--- src/rtl/mem_arbiter.sv ---
// Two-requester (fetch / load-store) arbiter that sequences one outstanding
// memory transaction at a time: accept, issue, wait with timeout, respond.
module mem_arbiter #(
    parameter int AW      = 32,
    parameter int DW      = 32,
    parameter int TIMEOUT = 255
) (
    input  logic            clk,
    input  logic            rst,
    input  logic            ifu_req_valid,
    output logic            ifu_req_ready,
    input  logic [AW-1:0]   ifu_addr,
    output logic            ifu_resp_valid,
    input  logic            ifu_resp_ready,
    output logic [DW-1:0]   ifu_rdata,
    output logic            ifu_resp_err,
    input  logic            lsu_req_valid,
    output logic            lsu_req_ready,
    input  logic [AW-1:0]   lsu_addr,
    input  logic            lsu_wen,
    input  logic [DW-1:0]   lsu_wdata,
    input  logic [DW/8-1:0] lsu_wmask,
    output logic            lsu_resp_valid,
    input  logic            lsu_resp_ready,
    output logic [DW-1:0]   lsu_rdata,
    output logic            lsu_resp_err,
    output logic            mem_req_valid,
    input  logic            mem_req_ready,
    output logic [AW-1:0]   mem_addr,
    output logic            mem_wen,
    output logic [DW-1:0]   mem_wdata,
    output logic [DW/8-1:0] mem_wmask,
    input  logic            mem_resp_valid,
    input  logic [DW-1:0]   mem_rdata,
    input  logic            mem_resp_err
);

    localparam int MW = DW / 8;
    localparam int TW = $clog2(TIMEOUT + 1);
    localparam logic [TW-1:0] TIMER_LAST = TW'(TIMEOUT - 1);
    localparam logic OWN_IFU = 1'b0;
    localparam logic OWN_LSU = 1'b1;

    typedef enum logic [1:0] {
        ST_IDLE  = 2'd0,
        ST_ISSUE = 2'd1,
        ST_WAIT  = 2'd2,
        ST_RESP  = 2'd3
    } state_t;

    state_t          state_r;
    state_t          state_nx_s;
    logic            last_grant_r;
    logic            owner_r;
    logic [TW-1:0]   timer_r;
    logic [AW-1:0]   addr_r;
    logic            wen_r;
    logic [DW-1:0]   wdata_r;
    logic [MW-1:0]   wmask_r;
    logic [DW-1:0]   rdata_r;
    logic            err_r;

    logic            grant_ifu_s;
    logic            grant_lsu_s;
    logic            accept_s;
    logic            issue_done_s;
    logic            capture_s;
    logic            timeout_s;
    logic            timer_inc_s;

    // Round-robin tie-break: on contention the requester not granted last wins.
    assign grant_ifu_s = ifu_req_valid && (!lsu_req_valid || (last_grant_r == OWN_LSU));
    assign grant_lsu_s = lsu_req_valid && !grant_ifu_s;

    // Next-state and transaction-event decode.
    always_comb begin
        state_nx_s   = state_r;
        accept_s     = 1'b0;
        issue_done_s = 1'b0;
        capture_s    = 1'b0;
        timeout_s    = 1'b0;
        timer_inc_s  = 1'b0;
        case (state_r)
            ST_IDLE: begin
                if (grant_ifu_s || grant_lsu_s) begin
                    accept_s   = 1'b1;
                    state_nx_s = ST_ISSUE;
                end else begin
                    state_nx_s = ST_IDLE;
                end
            end
            ST_ISSUE: begin
                if (mem_req_ready) begin
                    issue_done_s = 1'b1;
                    state_nx_s   = ST_WAIT;
                end else begin
                    state_nx_s = ST_ISSUE;
                end
            end
            ST_WAIT: begin
                if (mem_resp_valid) begin
                    capture_s  = 1'b1;
                    state_nx_s = ST_RESP;
                end else if (timer_r == TIMER_LAST) begin
                    capture_s  = 1'b1;
                    timeout_s  = 1'b1;
                    state_nx_s = ST_RESP;
                end else begin
                    timer_inc_s = 1'b1;
                end
            end
            ST_RESP: begin
                if ((owner_r == OWN_IFU) ? ifu_resp_ready : lsu_resp_ready) begin
                    state_nx_s = ST_IDLE;
                end else begin
                    state_nx_s = ST_RESP;
                end
            end
            default: begin
                state_nx_s = ST_IDLE;
            end
        endcase
    end

    // State register, grant history and wait timer.
    always_ff @(posedge clk) begin
        if (!rst) begin
            state_r      <= ST_IDLE;
            last_grant_r <= OWN_LSU;
            timer_r      <= '0;
        end else begin
            state_r <= state_nx_s;
            if (accept_s) begin
                last_grant_r <= grant_ifu_s ? OWN_IFU : OWN_LSU;
            end
            if (issue_done_s) begin
                timer_r <= '0;
            end else if (timer_inc_s) begin
                timer_r <= timer_r + TW'(1);
            end
        end
    end

    // Transaction fields latched at accept; response captured on leaving WAIT.
    always_ff @(posedge clk) begin
        if (!rst) begin
            owner_r <= OWN_IFU;
            addr_r  <= '0;
            wen_r   <= 1'b0;
            wdata_r <= '0;
            wmask_r <= '0;
            rdata_r <= '0;
            err_r   <= 1'b0;
        end else begin
            if (accept_s) begin
                owner_r <= grant_ifu_s ? OWN_IFU : OWN_LSU;
                addr_r  <= grant_ifu_s ? ifu_addr : lsu_addr;
                wen_r   <= grant_ifu_s ? 1'b0 : lsu_wen;
                wdata_r <= grant_ifu_s ? '0 : lsu_wdata;
                wmask_r <= grant_ifu_s ? '0 : lsu_wmask;
            end
            if (capture_s) begin
                rdata_r <= timeout_s ? '0 : mem_rdata;
                err_r   <= timeout_s ? 1'b1 : mem_resp_err;
            end
        end
    end

    // Handshake outputs are forced low while reset is held.
    assign ifu_req_ready  = rst && (state_r == ST_IDLE) && grant_ifu_s;
    assign lsu_req_ready  = rst && (state_r == ST_IDLE) && grant_lsu_s;
    assign mem_req_valid  = rst && (state_r == ST_ISSUE);
    assign ifu_resp_valid = rst && (state_r == ST_RESP) && (owner_r == OWN_IFU);
    assign lsu_resp_valid = rst && (state_r == ST_RESP) && (owner_r == OWN_LSU);

    assign mem_addr     = addr_r;
    assign mem_wen      = wen_r;
    assign mem_wdata    = wdata_r;
    assign mem_wmask    = wmask_r;
    assign ifu_rdata    = rdata_r;
    assign lsu_rdata    = rdata_r;
    assign ifu_resp_err = err_r;
    assign lsu_resp_err = err_r;

endmodule

--- config.mk ---
export PLATFORM = sky130hd
export DESIGN_NAME = mem_arbiter
export DESIGN_NICKNAME = d
export VERILOG_FILES = /design/src/rtl/mem_arbiter.sv
export SDC_FILE = /design/constraint.sdc
export NUM_CORES = 1
export LEC_CHECK = 0
export CORE_ASPECT_RATIO = 0.8
export CORE_MARGIN = 3
export CORE_UTILIZATION = 40
export CTS_CLUSTER_DIAMETER = 60
export DETAILED_ROUTE_END_ITERATION = 12
export PLACE_DENSITY = 0.86
export SETUP_SLACK_MARGIN = 0.15
export SLEW_MARGIN = 10
export SYNTH_ARGS = -nofsm -noshare
export SYNTH_HDL_FRONTEND = slang
export SYNTH_SLANG_ARGS = --single-unit
export TNS_END_PERCENT = 100
--- constraint.sdc ---
create_clock -name clk -period 3.35 [get_ports clk]
set_input_delay 1.005 -clock clk [delete_from_list [all_inputs] [get_ports clk]]
set_output_delay 1.005 -clock clk [all_outputs]
set_load 0.01 [all_outputs]
==> results_dict.tcl <==
set metrics [dict create \
    peakVddDrop_v 0.000408 \
    path_clk_slew_ps 50 \
    yosysTopAreaCell "dfxtp_1" \
    ant_nets 0 \
    syn_nets 596 \
    synth_area_per_cell_um2 10.1 \
    drv_cap 0 \
    finalCriticalPeriod_ps 3170 \
    synth-edff-count 0 \
    wl_per_cell_um 16.6 \
    layout_setup_ws_ps 182 \
    antenna_found_initial 0 \
    critical_path_class "primary input to primary output" \
    power_uw 4110 \
    routed_wl_um 14300 \
    finalCritPeriodShare_pct 94.6 \
    synthCells 452 \
    max_clock_freq_mhz 316 \
    fp.dieH_um 101 \
    p_leak_uw 0.00301 \
    clock_sinks 114 \
    p_per_area_nw_per_um2 524 \
    tritoncts "done" \
    async_flop_share_pct 0 \
    post_cts_buffers 0 \
    cts_made_buffers 17 \
    clockBufferDepth 2 \
    hold_class "flop to flop" \
    grt_max_degree 74 \
    insertion_delay_ps 400 \
    overflow 0 \
    ys_warn_count 0 \
    required_ps 2340 \
    routed-via-count 4319 \
    initial_core_util_pct 41.4 \
    final_layout_size_suffix_gt1_share_pct 8.98 \
    clockRootBuffer "clkbuf_16" \
    globalplace.congestion 0.811 \
    coreArea_um2 11000 \
    placed_cells 825 \
    final_nets 844 \
    status "completed" \
    antennaDiodeCount 0 \
    synthTopCellsByArea "dfxtp_1, mux2i_1, nor2_1, a22o_1, a22oi_1" \
    htree_num_levels 4 \
    drt_iter0_drc 238 \
    start_kind "primary input" \
    critical_path.max_fanout 2 \
    portBuffers 281 \
    relSlewSlack_pct 49.3 \
    place_ws_ps -216 \
    slew_violations 0 \
    fin_skew_ps 8.28 \
    synth_cell_type_count 37 \
    syn_to_final_growth_pct 72.5 \
    grt_pass1_wl_um 21900 \
    dr.pass1.iters 5 \
    crit_path_end_kind "primary output" \
    die_w_um 125 \
    die-area_um2 12700 \
    stdcell_count 857 \
    yosysSeqAreaShare_pct 50.2 \
    tightest_slew_ps 760 \
    via_per_inst 5.04 \
    ys_ff_latch 114 \
    dpl.hpwl_um 10700 \
    ctsHoldBuffers 0 \
    syn-cell-area_um2 4540 \
    drcViolationCount 0 \
    gr-usage-all-layers_pct 21.4 \
    grt_pass1_vias 4370 \
    finalSetupViolations 0 \
    io_pins 282 \
    cp.arrival_ps 2160 \
    fp-row-count 34 \
    finalHoldViolations 0 \
    grt_setup_unrepaired "true" \
    synth_ff_type "dfxtp_1" \
    whs_ps 494 \
    netlist.area_leader.share_pct 50.2 \
]
-- layout make-up --
| cell class | count | area [um2] |
|---|---|---|
| clock buffer | 18 | 439 |
| clock inverter | 14 | 158 |
| fill | 776 | 3140 |
| inverter | 7 | 26.3 |
| multi-input combinational | 264 | 1840 |
| sequential | 114 | 2280 |
| tap | 144 | 180 |
| timing repair buffer | 296 | 2920 |
-- power breakdown --
part	switching (uW)	internal, uW	leakage [uW]
Combinational	346	451	0.00180
Clock	663	1120	0.000277
Sequential	66.7	1460	0.000931
-- repair_timing --
item                       4_1_cts  5_1_grt
resized for setup                6        6
pin swaps                        0        0
setup endpoints to repair        5        3
gates cloned                     0        0
-- registers in the layout (all words and copies together) (netlist names) --
register / count
ifu_rdata: 32
mem_addr: 32
mem_wdata: 32
timer_r: 8
mem_wmask: 4
state_r: 2
ifu_resp_err: 1
last_grant_r: 1
mem_wen: 1
owner_r: 1
-- Yosys cell counts (4+ instances only) --
cell and n:
clkbuf_1 14, mux2i_1 33, dfxtp_1 114, a21oi_1 7, a22oi_1 37, a211oi_1 33, o21ai_0 8, buf_2 12
a22o_1 32, nand3_1 4, inv_1 6, buf_6 4, nand2_1 4, nor2_1 78, buf_4 37
-- cells by family (layout without fill, tap and decap cells) --
logic type / after synthesis / after routing / share of synthesized area [%]
buffers and inverters: 74 / 335 / 10.2
xor gates and xnor gates: 3 / 3 / 0.578
adders and majority gates: 2 / 2 / 0.551
and+or+nand+nor: 101 / 101 / 9.77
muxes: 33 / 33 / 7.27
AOI/OAI and AO/OA: 125 / 125 / 21.4
DFF: 114 / 114 / 50.2
-- worst max-delay path, cell delays in order --
cell and delay [ps]:
clkdlybuf4s50_1 490, nand2_1 130, buf_4 170, nor2_1 90
dlygate4sd2_1 280
-- worst paths after layout --
check	endpoint	slack (ps)	start	depth (start not counted)
worst max-delay path	ifu_req_ready	180	rst	5
worst min-delay path	mem_addr[5]	490	mem_addr[5]	2
worst max register to register	ifu_rdata[27]	1550	timer_r[1]	6
worst min register to register	mem_addr[5]	490	mem_addr[5]	2
-- metal layers --
layer,GRT usage (%),part of all wire (%),up-vias
met2,38.9,53,168
met1,23.8,39,2024
met3,7.59,7.1,19
li1,-,-,2108
met4,7.08,1.5,0
met5,0,0,-
-- metrics by stage --
step           cell area (um2)  util (%)  TNS, ps
5_1_grt                   7840      71.4        0
4_1_cts                   7830      71.3        0
3_3_place_gp              7230      65.9     -565
6_report                  7840      71.4        0
3_5_place_dp              7230      65.9     -492
2_1_floorplan             4540         -        0
-- cells in the final DEF (no fill, tap or decap), types with 3 or more instances in the layout --
cell | netlist | routed
nand3_1 | 4 | 3
mux2i_1 | 33 | 33
a21oi_1 | 7 | 6
a211oi_1 | 33 | 33
inv_1 | 6 | 5
a22oi_1 | 37 | 37
o21ai_0 | 8 | 7
a22o_1 | 32 | 32
nor2_1 | 78 | 78
clkdlybuf4s50_1 | 0 | 276
buf_4 | 37 | 15
nand2_1 | 4 | 4
dfxtp_1 | 114 | 114
clkinv_4 | 0 | 4
clkinvlp_4 | 0 | 5
clkbuf_16 | 0 | 17
Note: power is estimated with default switching activity, not from simulation.
